[src/rtl/mem_port_arbiter_pkg.sv]
// Shared types and constants for the fetch/data memory-port arbiter and its helpers.
package mem_port_arbiter_pkg;

    localparam int unsigned MEM_XLEN = 32;
    localparam logic [3:0]  BE_WORD  = 4'hF;

    typedef enum logic [1:0] {
        ARB_IDLE    = 2'd0,
        ARB_BUSY_IF = 2'd1,
        ARB_BUSY_D  = 2'd2
    } arb_state_e;

    typedef struct packed {
        logic                we;
        logic [MEM_XLEN-1:0] addr;
        logic [MEM_XLEN-1:0] wdata;
        logic [3:0]          be;
    } mem_req_t;

    // Width of a counter that must hold values 0..max_val, never narrower than 1 bit.
    function automatic int unsigned cnt_width(input int unsigned max_val);
        int unsigned w;
        w = $clog2(max_val + 1);
        return (w == 0) ? 1 : w;
    endfunction

endpackage

[src/rtl/arb_timeout_ctr.sv]
// Bus-cycle watchdog: counts enabled cycles since the last clear and flags the final one.
module arb_timeout_ctr #(
    parameter int unsigned W = 8
) (
    input  logic         i_clk,
    input  logic         i_rst_n,
    input  logic         i_clear,
    input  logic         i_enable,
    input  logic [W-1:0] i_limit,
    output logic         o_expired
);

    logic [W-1:0] cnt_q, cnt_d;

    always_comb begin
        cnt_d = cnt_q;
        if (i_clear) begin
            cnt_d = '0;
        end else if (i_enable) begin
            cnt_d = cnt_q + W'(1);
        end
    end

    always_ff @(posedge i_clk or negedge i_rst_n) begin
        if (!i_rst_n) begin
            cnt_q <= '0;
        end else begin
            cnt_q <= cnt_d;
        end
    end

    // A zero limit disables expiry entirely.
    assign o_expired = i_enable && (i_limit != '0) && (cnt_q == (i_limit - W'(1)));

endmodule

[src/rtl/mem_port_arbiter.sv]
// Arbitrates the single external memory bus between the fetch port and the data port,
// with a fetch starvation guard and a per-transaction bus timeout.
module mem_port_arbiter
    import mem_port_arbiter_pkg::*;
#(
    parameter int unsigned XLEN           = MEM_XLEN,
    parameter int unsigned MAX_D_STREAK   = 4,
    parameter int unsigned TIMEOUT_CYCLES = 255
) (
    input  logic            i_clk,
    input  logic            i_rst_n,

    input  logic            i_if_req,
    input  logic [XLEN-1:0] i_if_addr,
    output logic            o_if_ack,
    output logic            o_if_err,
    output logic [XLEN-1:0] o_if_rdata,

    input  logic            i_d_req,
    input  logic            i_d_we,
    input  logic [XLEN-1:0] i_d_addr,
    input  logic [XLEN-1:0] i_d_wdata,
    input  logic [3:0]      i_d_be,
    output logic            o_d_ack,
    output logic            o_d_err,
    output logic [XLEN-1:0] o_d_rdata,

    output logic            o_mem_req,
    output logic            o_mem_we,
    output logic [XLEN-1:0] o_mem_addr,
    output logic [XLEN-1:0] o_mem_wdata,
    output logic [3:0]      o_mem_be,
    input  logic            i_mem_ack,
    input  logic [XLEN-1:0] i_mem_rdata
);

    localparam int unsigned SW = cnt_width(MAX_D_STREAK);
    localparam int unsigned TW = cnt_width(TIMEOUT_CYCLES);

    localparam logic [SW-1:0] STREAK_MAX = SW'(MAX_D_STREAK);
    localparam logic [TW-1:0] TMO_LIMIT  = TW'(TIMEOUT_CYCLES);

    arb_state_e    state_q, state_d;
    logic [SW-1:0] streak_q, streak_d;
    mem_req_t      mem_q, mem_d;
    logic          mem_req_q, mem_req_d;

    logic busy;
    logic grant_d;
    logic grant_if;
    logic fetch_starved;
    logic tmo_clear;
    logic tmo_enable;
    logic expired;
    logic done;

    assign busy          = (state_q != ARB_IDLE);
    assign fetch_starved = i_if_req && (streak_q == STREAK_MAX);
    assign grant_d       = !busy && i_d_req && !fetch_starved;
    assign grant_if      = !busy && i_if_req && !grant_d;

    assign tmo_clear  = grant_d || grant_if;
    assign tmo_enable = busy && !i_mem_ack;
    // An ack in the expiry cycle wins because the watchdog is only enabled without one.
    assign done       = busy && (i_mem_ack || expired);

    arb_timeout_ctr #(
        .W (TW)
    ) u_timeout (
        .i_clk     (i_clk),
        .i_rst_n   (i_rst_n),
        .i_clear   (tmo_clear),
        .i_enable  (tmo_enable),
        .i_limit   (TMO_LIMIT),
        .o_expired (expired)
    );

    always_comb begin
        state_d   = state_q;
        streak_d  = streak_q;
        mem_d     = mem_q;
        mem_req_d = mem_req_q;

        unique case (state_q)
            ARB_IDLE: begin
                if (!i_if_req) begin
                    streak_d = '0;
                end
                if (grant_d) begin
                    state_d   = ARB_BUSY_D;
                    mem_req_d = 1'b1;
                    mem_d     = '{we: i_d_we, addr: i_d_addr, wdata: i_d_wdata, be: i_d_be};
                    if (i_if_req && (streak_q != STREAK_MAX)) begin
                        streak_d = streak_q + SW'(1);
                    end
                end else if (grant_if) begin
                    state_d   = ARB_BUSY_IF;
                    mem_req_d = 1'b1;
                    mem_d     = '{we: 1'b0, addr: i_if_addr, wdata: '0, be: BE_WORD};
                    streak_d  = '0;
                end
            end
            ARB_BUSY_IF, ARB_BUSY_D: begin
                if (done) begin
                    state_d   = ARB_IDLE;
                    mem_req_d = 1'b0;
                end
            end
            default: begin
                state_d   = ARB_IDLE;
                mem_req_d = 1'b0;
            end
        endcase
    end

    always_ff @(posedge i_clk or negedge i_rst_n) begin
        if (!i_rst_n) begin
            state_q   <= ARB_IDLE;
            streak_q  <= '0;
            mem_q     <= '0;
            mem_req_q <= 1'b0;
        end else begin
            state_q   <= state_d;
            streak_q  <= streak_d;
            mem_q     <= mem_d;
            mem_req_q <= mem_req_d;
        end
    end

    assign o_mem_req   = mem_req_q;
    assign o_mem_we    = mem_q.we;
    assign o_mem_addr  = mem_q.addr;
    assign o_mem_wdata = mem_q.wdata;
    assign o_mem_be    = mem_q.be;

    // Completion is returned combinationally to the owner only; the other port stays quiet.
    always_comb begin
        o_if_ack   = 1'b0;
        o_if_err   = 1'b0;
        o_if_rdata = '0;
        o_d_ack    = 1'b0;
        o_d_err    = 1'b0;
        o_d_rdata  = '0;
        if (state_q == ARB_BUSY_IF) begin
            o_if_ack   = done;
            o_if_err   = expired;
            o_if_rdata = i_mem_ack ? i_mem_rdata : '0;
        end
        if (state_q == ARB_BUSY_D) begin
            o_d_ack   = done;
            o_d_err   = expired;
            o_d_rdata = i_mem_ack ? i_mem_rdata : '0;
        end
    end

endmodule

[config.mk]
export PLATFORM = sky130hd
export DESIGN_NAME = mem_port_arbiter
export DESIGN_NICKNAME = d
export VERILOG_FILES = /design/src/rtl/mem_port_arbiter_pkg.sv /design/src/rtl/arb_timeout_ctr.sv /design/src/rtl/mem_port_arbiter.sv
export SDC_FILE = /design/constraint.sdc
export NUM_CORES = 1
export LEC_CHECK = 0
export ABC_AREA = 0
export CAP_MARGIN = 5
export CORE_MARGIN = 3
export CORE_UTILIZATION = 33
export DETAILED_ROUTE_END_ITERATION = 12
export GPL_TIMING_DRIVEN = 1
export PLACE_DENSITY = 0.8
export SLEW_MARGIN = 20
export SYNTH_ARGS = -nofsm -noshare
export SYNTH_HDL_FRONTEND = slang
export SYNTH_SLANG_ARGS = --single-unit
export TNS_END_PERCENT = 50
[constraint.sdc]
create_clock -name i_clk -period 1.7 [get_ports i_clk]
set_input_delay 0.17 -clock i_clk [delete_from_list [all_inputs] [get_ports i_clk]]
set_output_delay 0.17 -clock i_clk [all_outputs]
set_load 0.005 [all_outputs]
== Word level (Yosys, flattened, before mapping) ==
Index checks and enable logic that the tools add are counted.

* $add $sub $neg: 2
* Eq/ne operators: 7
* Muxes and demuxes: 23
* Reductions and logical operators: 22

{| class="wikitable"
|+ Operator list
! cell !! number
|-
| two-way mux 69 bit || 2
|-
| two-way mux 32 bit || 3
|-
| two-way mux 8 bit || 2
|-
| two-way mux 3 bit || 4
|-
| logical AND 1 bit || 9
|-
| adder 8 x 1 -> 8 bit (second input constant) || 1
|-
| == test 8 bit (second input constant) || 1
|-
| two-way mux 1 bit || 7
|-
| two-way mux 2 bit || 3
|-
| != test 3 bit (second input constant) || 2
|-
| nonzero test 2 bit || 3
|-
| zero test 1 bit || 4
|-
| case mux 2 bit (2 select lines) || 1
|-
| AND reduction 2 bit || 2
|-
| adder 3 x 1 -> 3 bit (second input constant) || 1
|-
| == test 3 bit (second input constant) || 1
|-
| == test 2 x 1 -> 1 bit (second input constant) || 1
|-
| == test 2 bit (second input constant) || 1
|-
| zero test 2 bit || 1
|-
| logical OR 1 bit || 2
|-
| != test 2 bit (second input constant) || 1
|-
| case mux 1 bit (2 select lines) || 1
|-
| OR reduction 2 bit || 1
|}

* Bits in registers: 83
* Bits of input ports: 138
* Word-level logic and storage cells: 62

== Longest topological paths before layout ==
Gate-level depths: netlist (run 1).

* Depth after elaboration: 9
* Mapped depth: 8
* Mapped depth without buffers: 5

== Modules after synthesis ==
A second synthesis (run 1) with hierarchy kept.

* Cells, all modules: 458
* Area, all modules: 4511.8 µm²

{| class="wikitable"
|+ Modules (own cells, without submodules)
! module !! instances !! cells an instance !! area each (µm²)
|-
| mem_port_arbiter || 1 || 384 || 3824.9
|-
| arb_timeout_ctr || 1 || 74 || 686.9
|}

== Least setup slack after synthesis (run 1) ==
OpenSTA, ideal clock, no wires.

* Path type: register -> output
* Start: register state_q[0]
* End: output port o_d_ack
* Data arrival time: 1563 ps
* Slack: -33 ps
* Cell stages (with the launch flop): 7
* Buffers on the path: 1
* Cells stage by stage: dfrtp_1 inv_1 ha_1 nand4bb_1 clkbuf_2 o31a_1 nor3b_1

* Cells in the longest elaborated chain, start to end: 6
* Elaborated cells between the ends (all ways): 7

{| class="wikitable"
|+ RTL lines
! what !! line !! text
|-
| start: declaration || mem_port_arbiter.sv:43 || <nowiki>arb_state_e state_q, state_d;</nowiki>
|-
| start signal: assignment || mem_port_arbiter.sv:123 || <nowiki>state_q <= state_d;</nowiki>
|-
| nonzero test 2 bit || mem_port_arbiter.sv:57 || <nowiki>assign busy = (state_q != ARB_IDLE);</nowiki>
|-
| logical AND 1 bit || mem_port_arbiter.sv:63 || <nowiki>assign tmo_enable = busy && !i_mem_ack;</nowiki>
|-
| logical AND 1 bit || arb_timeout_ctr.sv:33 || <nowiki>assign o_expired = i_enable && (i_limit != '0) && (cnt_q == (i_limit - W'(1)));</nowiki>
|-
| logical OR 1 bit || mem_port_arbiter.sv:65 || <nowiki>assign done = busy && (i_mem_ack || expired);</nowiki>
|-
| logical AND 1 bit || mem_port_arbiter.sv:65 ||
|-
| two-way mux 1 bit * || mem_port_arbiter.sv:149 || <nowiki>if (state_q == ARB_BUSY_D) begin</nowiki>
|-
| end: declaration || mem_port_arbiter.sv:24 || <nowiki>output logic o_d_ack,</nowiki>
|}

Mark *: on every way between the ends. The rest lies on a longest branch, timed or not.

== Final worst setup path (run 1) ==
Same ends and word-level chain as after synthesis.

==> results.json, run 1 <==
{
  "status": "finished, violations left",
  "violations": "setup timing",
  "grt-ovfl-total": 0,
  "die_w_um": 118.0,
  "core_area_mm2": 0.01216,
  "antenna_found_initial": 1,
  "fin_tns_setup_ps": -12790,
  "vias_per_cell": 5.201,
  "start_util_pct": 34.06,
  "setup_viol_count_final": 79,
  "grt_max_degree": 46,
  "regArea_mm2": 0.002077,
  "fp-row-count": 40,
  "r2r-end": "u_timeout.cnt_q[5]",
  "critPathTopFamily": "flip-flops",
  "period_share_pct": 121.2,
  "die_area_mm2": 0.01393,
  "hold_viol": 0,
  "endpoint": "o_d_ack",
  "r2r_start": "state_q[0]",
  "nets": 885,
  "post-place-cells": 867,
  "fmax_mhz": 485.3,
  "ant_nets": 0,
  "yosysWarningCount": 0,
  "vdd_ir_drop_max_mv": 0.7601,
  "fin_crit_ps": 2061,
  "totalWireLength_um": 16890,
  "synthCells": 426,
  "reg2reg_slack_ps": -300,
  "synth-async-reset-ratio_pct": 100.0,
  "clockBufferDepth": 2,
  "synth_edf_count": 0,
  "critPathLaunchType": "register",
  "worst_clock_skew_ps": 10.33,
  "leakagePower_nw": 3.713,
  "syn_nets": 571,
  "slowest_stage": "dfrtp_1",
  "total_power_w": 0.01137,
  "cp.depth": 7,
  "area_growth_pct": 95.29,
  "place_congestion": 0.8493,
  "cts_tree": "yes",
  "synth_area_per_cell_um2": 9.725,
  "crit_path_start": "state_q[0]",
  "io_buffers": 275,
  "tightest_slew_ps": 403.9,
  "grt_pass1_wl_um": 25950,
  "seq_area_frac_synth_pct": 50.14,
  "slew_headroom_pct": 73.07,
  "ios": 276,
  "multi_input_area_mm2": 0.002133,
  "pre_cts_ws_ps": -462.5,
  "hp-class": "input pin to async pin",
  "vias": 4754,
  "maxSlewViolCount": 0,
  "cts_made_buffers": 9,
  "routedWlPerCell_um": 18.48,
  "reg2regPathDepth": 9,
  "cp_cell_sequence": "inv_2, ha_4, nand4bb_4, o31a_1, buf_6, nor3b_4, buf_2",
  "crit_type": "register to output pin",
  "synth-seq-cells": 83,
  "p_per_area_mw_per_mm2": 1406,
  "worstPathMaxFanout": 2,
  "worst_slack_ps": -360.6,
  "clkTransAtPathRegs_ps": 60,
  "clock_latency_ps": 320,
  "synth_ff_type": "dfrtp_1",
  "drive_gt1_share_pct": 27.92,
  "die_h_um": 118.0,
  "crit_required_ps": 1530,
  "critPathCaptureType": "output pin",
  "arrival_ps": 1890,
  "grt_use_total_pct": 22.99,
  "synth_area_mm2": 0.004143,
  "ys_types": 38,
  "fin_util_pct": 66.52,
  "dpl.hpwl_um": 11790,
  "first_pass_iters": 4,
  "cts_root_buf": "clkbuf_16",
  "path_buf_inv": 3,
  "max_stage_delay_ps": 370,
  "htreeDepth": 3,
  "drv_cap": 0,
  "fin_cells": 914,
  "rsz0062_at_grt": "yes",
  "fillers": 933,
  "grt_pass1_vias": 4919,
  "drt-initial-drc-count": 219,
  "drc_errors": 0,
  "cts.sinks": 83
}
## cells by family after synthesis
kind of cell               after synthesis  share of synthesized area (%)
and+or+nand+nor                        183                          23.11
AOI/OAI and AO/OA                      100                          19.09
muxes                                    1                         0.2416
buffers and inverters                   52                          5.315
DFF                                     83                          50.14
adders and majority gates                7                          2.114
## worst min path at each step
stage | from | to | slack [ps] | depth (start not counted)
after floorplan | i_rst_n | o_mem_addr[0] | -130 | 0
after global placement | i_rst_n | o_mem_addr[18] | 130 | 1
after detailed placement | i_rst_n | o_mem_addr[13] | 130 | 1
after CTS | i_rst_n | o_mem_addr[14] | 330 | 2
after global routing | i_rst_n | o_mem_addr[14] | 350 | 2
final | i_rst_n | o_mem_addr[18] | 310 | 2
## routing by layer
layer	GRT usage (%)	vias up	part of all wire [%]
met1	24.72	2287	37
met2	41.14	244	53
met3	6.487	39	7.3
li1	-	2184	-
met5	0	-	0
met4	11.58	0	3.1
## registers in the layout, summed over array words and instances, names as in the netlist
name             count
o_mem_addr          32
o_mem_be             4
o_mem_req            1
o_mem_wdata         32
o_mem_we             1
state_q              2
streak_q             3
u_timeout.cnt_q      8
## where the power goes
group / switching (W) / internal, W / leakage (nW)
logic: 0.00249 / 0.00371 / 2.55
clock network: 0.000775 / 0.00104 / 0.136
registers: 0.000509 / 0.00285 / 1.03
## cells in the final DEF, fill, tap and decap left out, types with 9 or more instances in the layout
master           instances
buf_12                   9
buf_4                   42
and3_1                  35
buf_2                   34
dfrtp_1                 83
clkbuf_16               10
clkdlybuf4s50_1        206
and3_4                  29
a22o_1                  33
nand2_1                 61
buf_6                   41
clkbuf_2                 9
nand3_1                 37
o211ai_1                28
## what timing repair did
action,in CTS,in global routing
pin swaps,12,10
cloned,6,1
hold endpoints to repair,29,0
endpoints found under the setup margin,137,146
hold buffers,1,0
buffers inserted,18,7
gates resized for setup,305,62
## cell type report
type / count / share of cell area (%)
Timing Repair Buffer: 346 / 41.43
Tap cell: 168 / 2.598
Sequential cell: 83 / 25.67
Clock buffer: 11 / 3.000
Inverter: 9 / 0.4176
Clock inverter: 5 / 0.4794
Antenna cell: 1 / 0.03093
Multi-Input combinational cell: 291 / 26.37
## through the flow
| stage | hold WS (ps) | area (um2) |
|---|---|---|
| final | 314.6 | 8090 |
| after global routing | 353.0 | 8090 |
| after CTS | 325.4 | 7860 |
| after detailed placement | 129.2 | 7325 |
| after global placement | 128.3 | 7325 |
| after floorplan | -125.6 | 4143 |
## synth_stat cells (2+ instances only)
master / n / share of area, %
a211o_1: 5 / 1.1
a21o_1: 2 / 0.36
a21oi_1: 6 / 0.72
a22o_1: 33 / 7.0
and2_1: 5 / 0.76
and3_1: 64 / 9.7
buf_2: 9 / 1.1
buf_4: 3 / 0.54
clkbuf_1: 29 / 2.6
clkbuf_2: 2 / 0.24
dfrtp_1: 83 / 50
ha_1: 7 / 2.1
inv_1: 9 / 0.82
nand2_1: 62 / 5.6
nand3_1: 37 / 4.5
nor3_1: 2 / 0.24
nor3b_1: 4 / 0.72
o211ai_1: 28 / 5.1
o21a_1: 2 / 0.36
o21ai_0: 7 / 0.85
o221a_2: 4 / 1.1
o22a_1: 4 / 0.85
o31ai_1: 2 / 0.36
or3_1: 3 / 0.45
(Power assumes the default switching activity.)
==> run 2, diff against run 1 <==
--- a/config.mk
+++ b/config.mk
@@ -11,9 +11,9 @@
 export CORE_UTILIZATION = 33
 export DETAILED_ROUTE_END_ITERATION = 12
 export GPL_TIMING_DRIVEN = 1
+export HOLD_SLACK_MARGIN = 0.06
 export PLACE_DENSITY = 0.8
 export SLEW_MARGIN = 20
 export SYNTH_ARGS = -nofsm -noshare
 export SYNTH_HDL_FRONTEND = slang
 export SYNTH_SLANG_ARGS = --single-unit
-export TNS_END_PERCENT = 50
==> results.json, run 2 (synthesis results as in run 1) <==
{
  "post-place-cells": 866,
  "final_common_cell": "clkdlybuf4s50_1",
  "area_growth_pct": 98.79,
  "max_stage_delay_ps": 390,
  "fmax_mhz": 496.5,
  "dpl.hpwl_um": 11480,
  "worstPathMaxFanout": 5,
  "fp-row-count": 40,
  "critPathCaptureType": "output pin",
  "hp-class": "input pin to async pin",
  "die_area_mm2": 0.01393,
  "die_h_um": 118.0,
  "crit_required_ps": 1530,
  "leakagePower_nw": 3.746,
  "worst_clock_skew_ps": 4.893,
  "maxSlewViolCount": 0,
  "crit_type": "register to output pin",
  "rsz0062_at_grt": "yes",
  "drt-initial-drc-count": 252,
  "slowest_stage": "dfrtp_1",
  "fin_crit_ps": 2014,
  "grt-ovfl-total": 0,
  "cts_tree": "yes",
  "status": "finished, violations left",
  "fin_util_pct": 67.72,
  "arrival_ps": 1840,
  "crit_top_cell": "buf_6",
  "insertedDiodeCount": 0,
  "fin_cells": 918,
  "drv_cap": 0,
  "hold_viol": 0,
  "setup_viol_count_final": 104,
  "grt_pass1_vias": 4954,
  "p_per_area_mw_per_mm2": 1438,
  "fillers": 926,
  "critPathLaunchType": "register",
  "pre_cts_ws_ps": -476.8,
  "nets": 891,
  "path_buf_inv": 6,
  "vdd_ir_drop_max_mv": 0.7635,
  "cts_made_buffers": 9,
  "vias_per_cell": 5.193,
  "drc_errors": 0,
  "drive_gt1_share_pct": 28.93,
  "place_congestion": 0.7915,
  "grt_pass1_wl_um": 26020,
  "cts_root_buf": "clkbuf_16",
  "totalWireLength_um": 17570,
  "antenna_found_initial": 0,
  "slew_headroom_pct": 70.13,
  "violations": "setup timing",
  "cts.sinks": 83,
  "first_pass_iters": 4,
  "start_util_pct": 34.06,
  "htreeDepth": 3,
  "critPathTopFamily": "buffers and inverters",
  "clock_latency_ps": 330,
  "io_buffers": 275,
  "final_cell_mix": "clkdlybuf4s50_1 (206), dfrtp_1 (83), nand2_1 (61), buf_6 (61), nand3_1 (37)",
  "routedWlPerCell_um": 19.14,
  "period_share_pct": 118.5,
  "tightest_slew_ps": 448.1,
  "vias": 4767,
  "cp_cell_sequence": "buf_4, buf_6, ha_4, buf_16, buf_6, buf_6, and3_1, buf_2",
  "grt_use_total_pct": 22.87,
  "die_w_um": 118.0,
  "clockBufferDepth": 2,
  "grt_max_degree": 84,
  "worst_slack_ps": -314.0,
  "ant_nets": 0,
  "core_area_mm2": 0.01216,
  "ios": 276,
  "clkTransAtPathRegs_ps": 60,
  "total_power_w": 0.01184
}
==> run 2: repair_timing <==
action / 4_1_cts / 5_1_grt
hold endpoints to repair: 83 / 0
setup endpoints to repair: 139 / 135
gates resized for setup: 292 / 98
pin swaps: 6 / 28
cloned: 7 / 2
setup buffers: 23 / 11
hold buffers: 1 / 0
==> run 2: final timing paths <==
check | start | endpoint | slack, ps | depth (start not counted)
max | state_q[0] | o_if_rdata[1] | -310 | 8
min | i_rst_n | o_mem_be[3] | 400 | 3
max reg2reg | state_q[0] | u_timeout.cnt_q[3] | -110 | 7
min reg2reg | o_mem_addr[24] | o_mem_addr[24] | 490 | 2
max in group asynchronous | i_rst_n | o_mem_wdata[15] | 940 | 3
min in group i_clk | i_if_addr[8] | o_mem_addr[8] | 410 | 3
==> run 2: layout make-up <==
| type | count | area, um2 | share of cell area (%) |
|---|---|---|---|
| sequential | 83 | 2077 | 25.22 |
| clock inverter | 4 | 50.05 | 0.6077 |
| timing repair buffer | 352 | 3482 | 42.28 |
| multi-input combinational | 291 | 2130 | 25.86 |
| inverter | 9 | 33.78 | 0.4102 |
| clock buffer | 11 | 252.7 | 3.069 |
| tap | 168 | 210.2 | 2.552 |
==> run 2: through the flow <==
step                setup TNS (ps)  instance area, um2  hold slack, ps
floorplan                        0                4145          -125.6
global placement            -22750                7320           234.1
detailed placement          -27670                7320           242.5
CTS                         -13330                7981           395.6
global route                -17640                8235           414.5
finish                      -10470                8235           402.2
==> run 2: routing by layer <==
layer	vias to the layer above	GRT usage, %	wire [um]
met5	-	0	0
met1	2302	25.17	6702
met3	42	6.631	1299
met4	0	8.791	533
li1	2192	-	-
met2	231	41.47	9036
==> run 2: power breakdown <==
group | internal [W] | switching [W]
Combinational | 0.00392 | 0.00257
Clock | 0.00121 | 0.000762
Sequential | 0.00285 | 0.000524
==> run 2: tightest hold or removal path: cells and delay by family <==
kind     cells  cell delay, ps
buf+inv      3             980
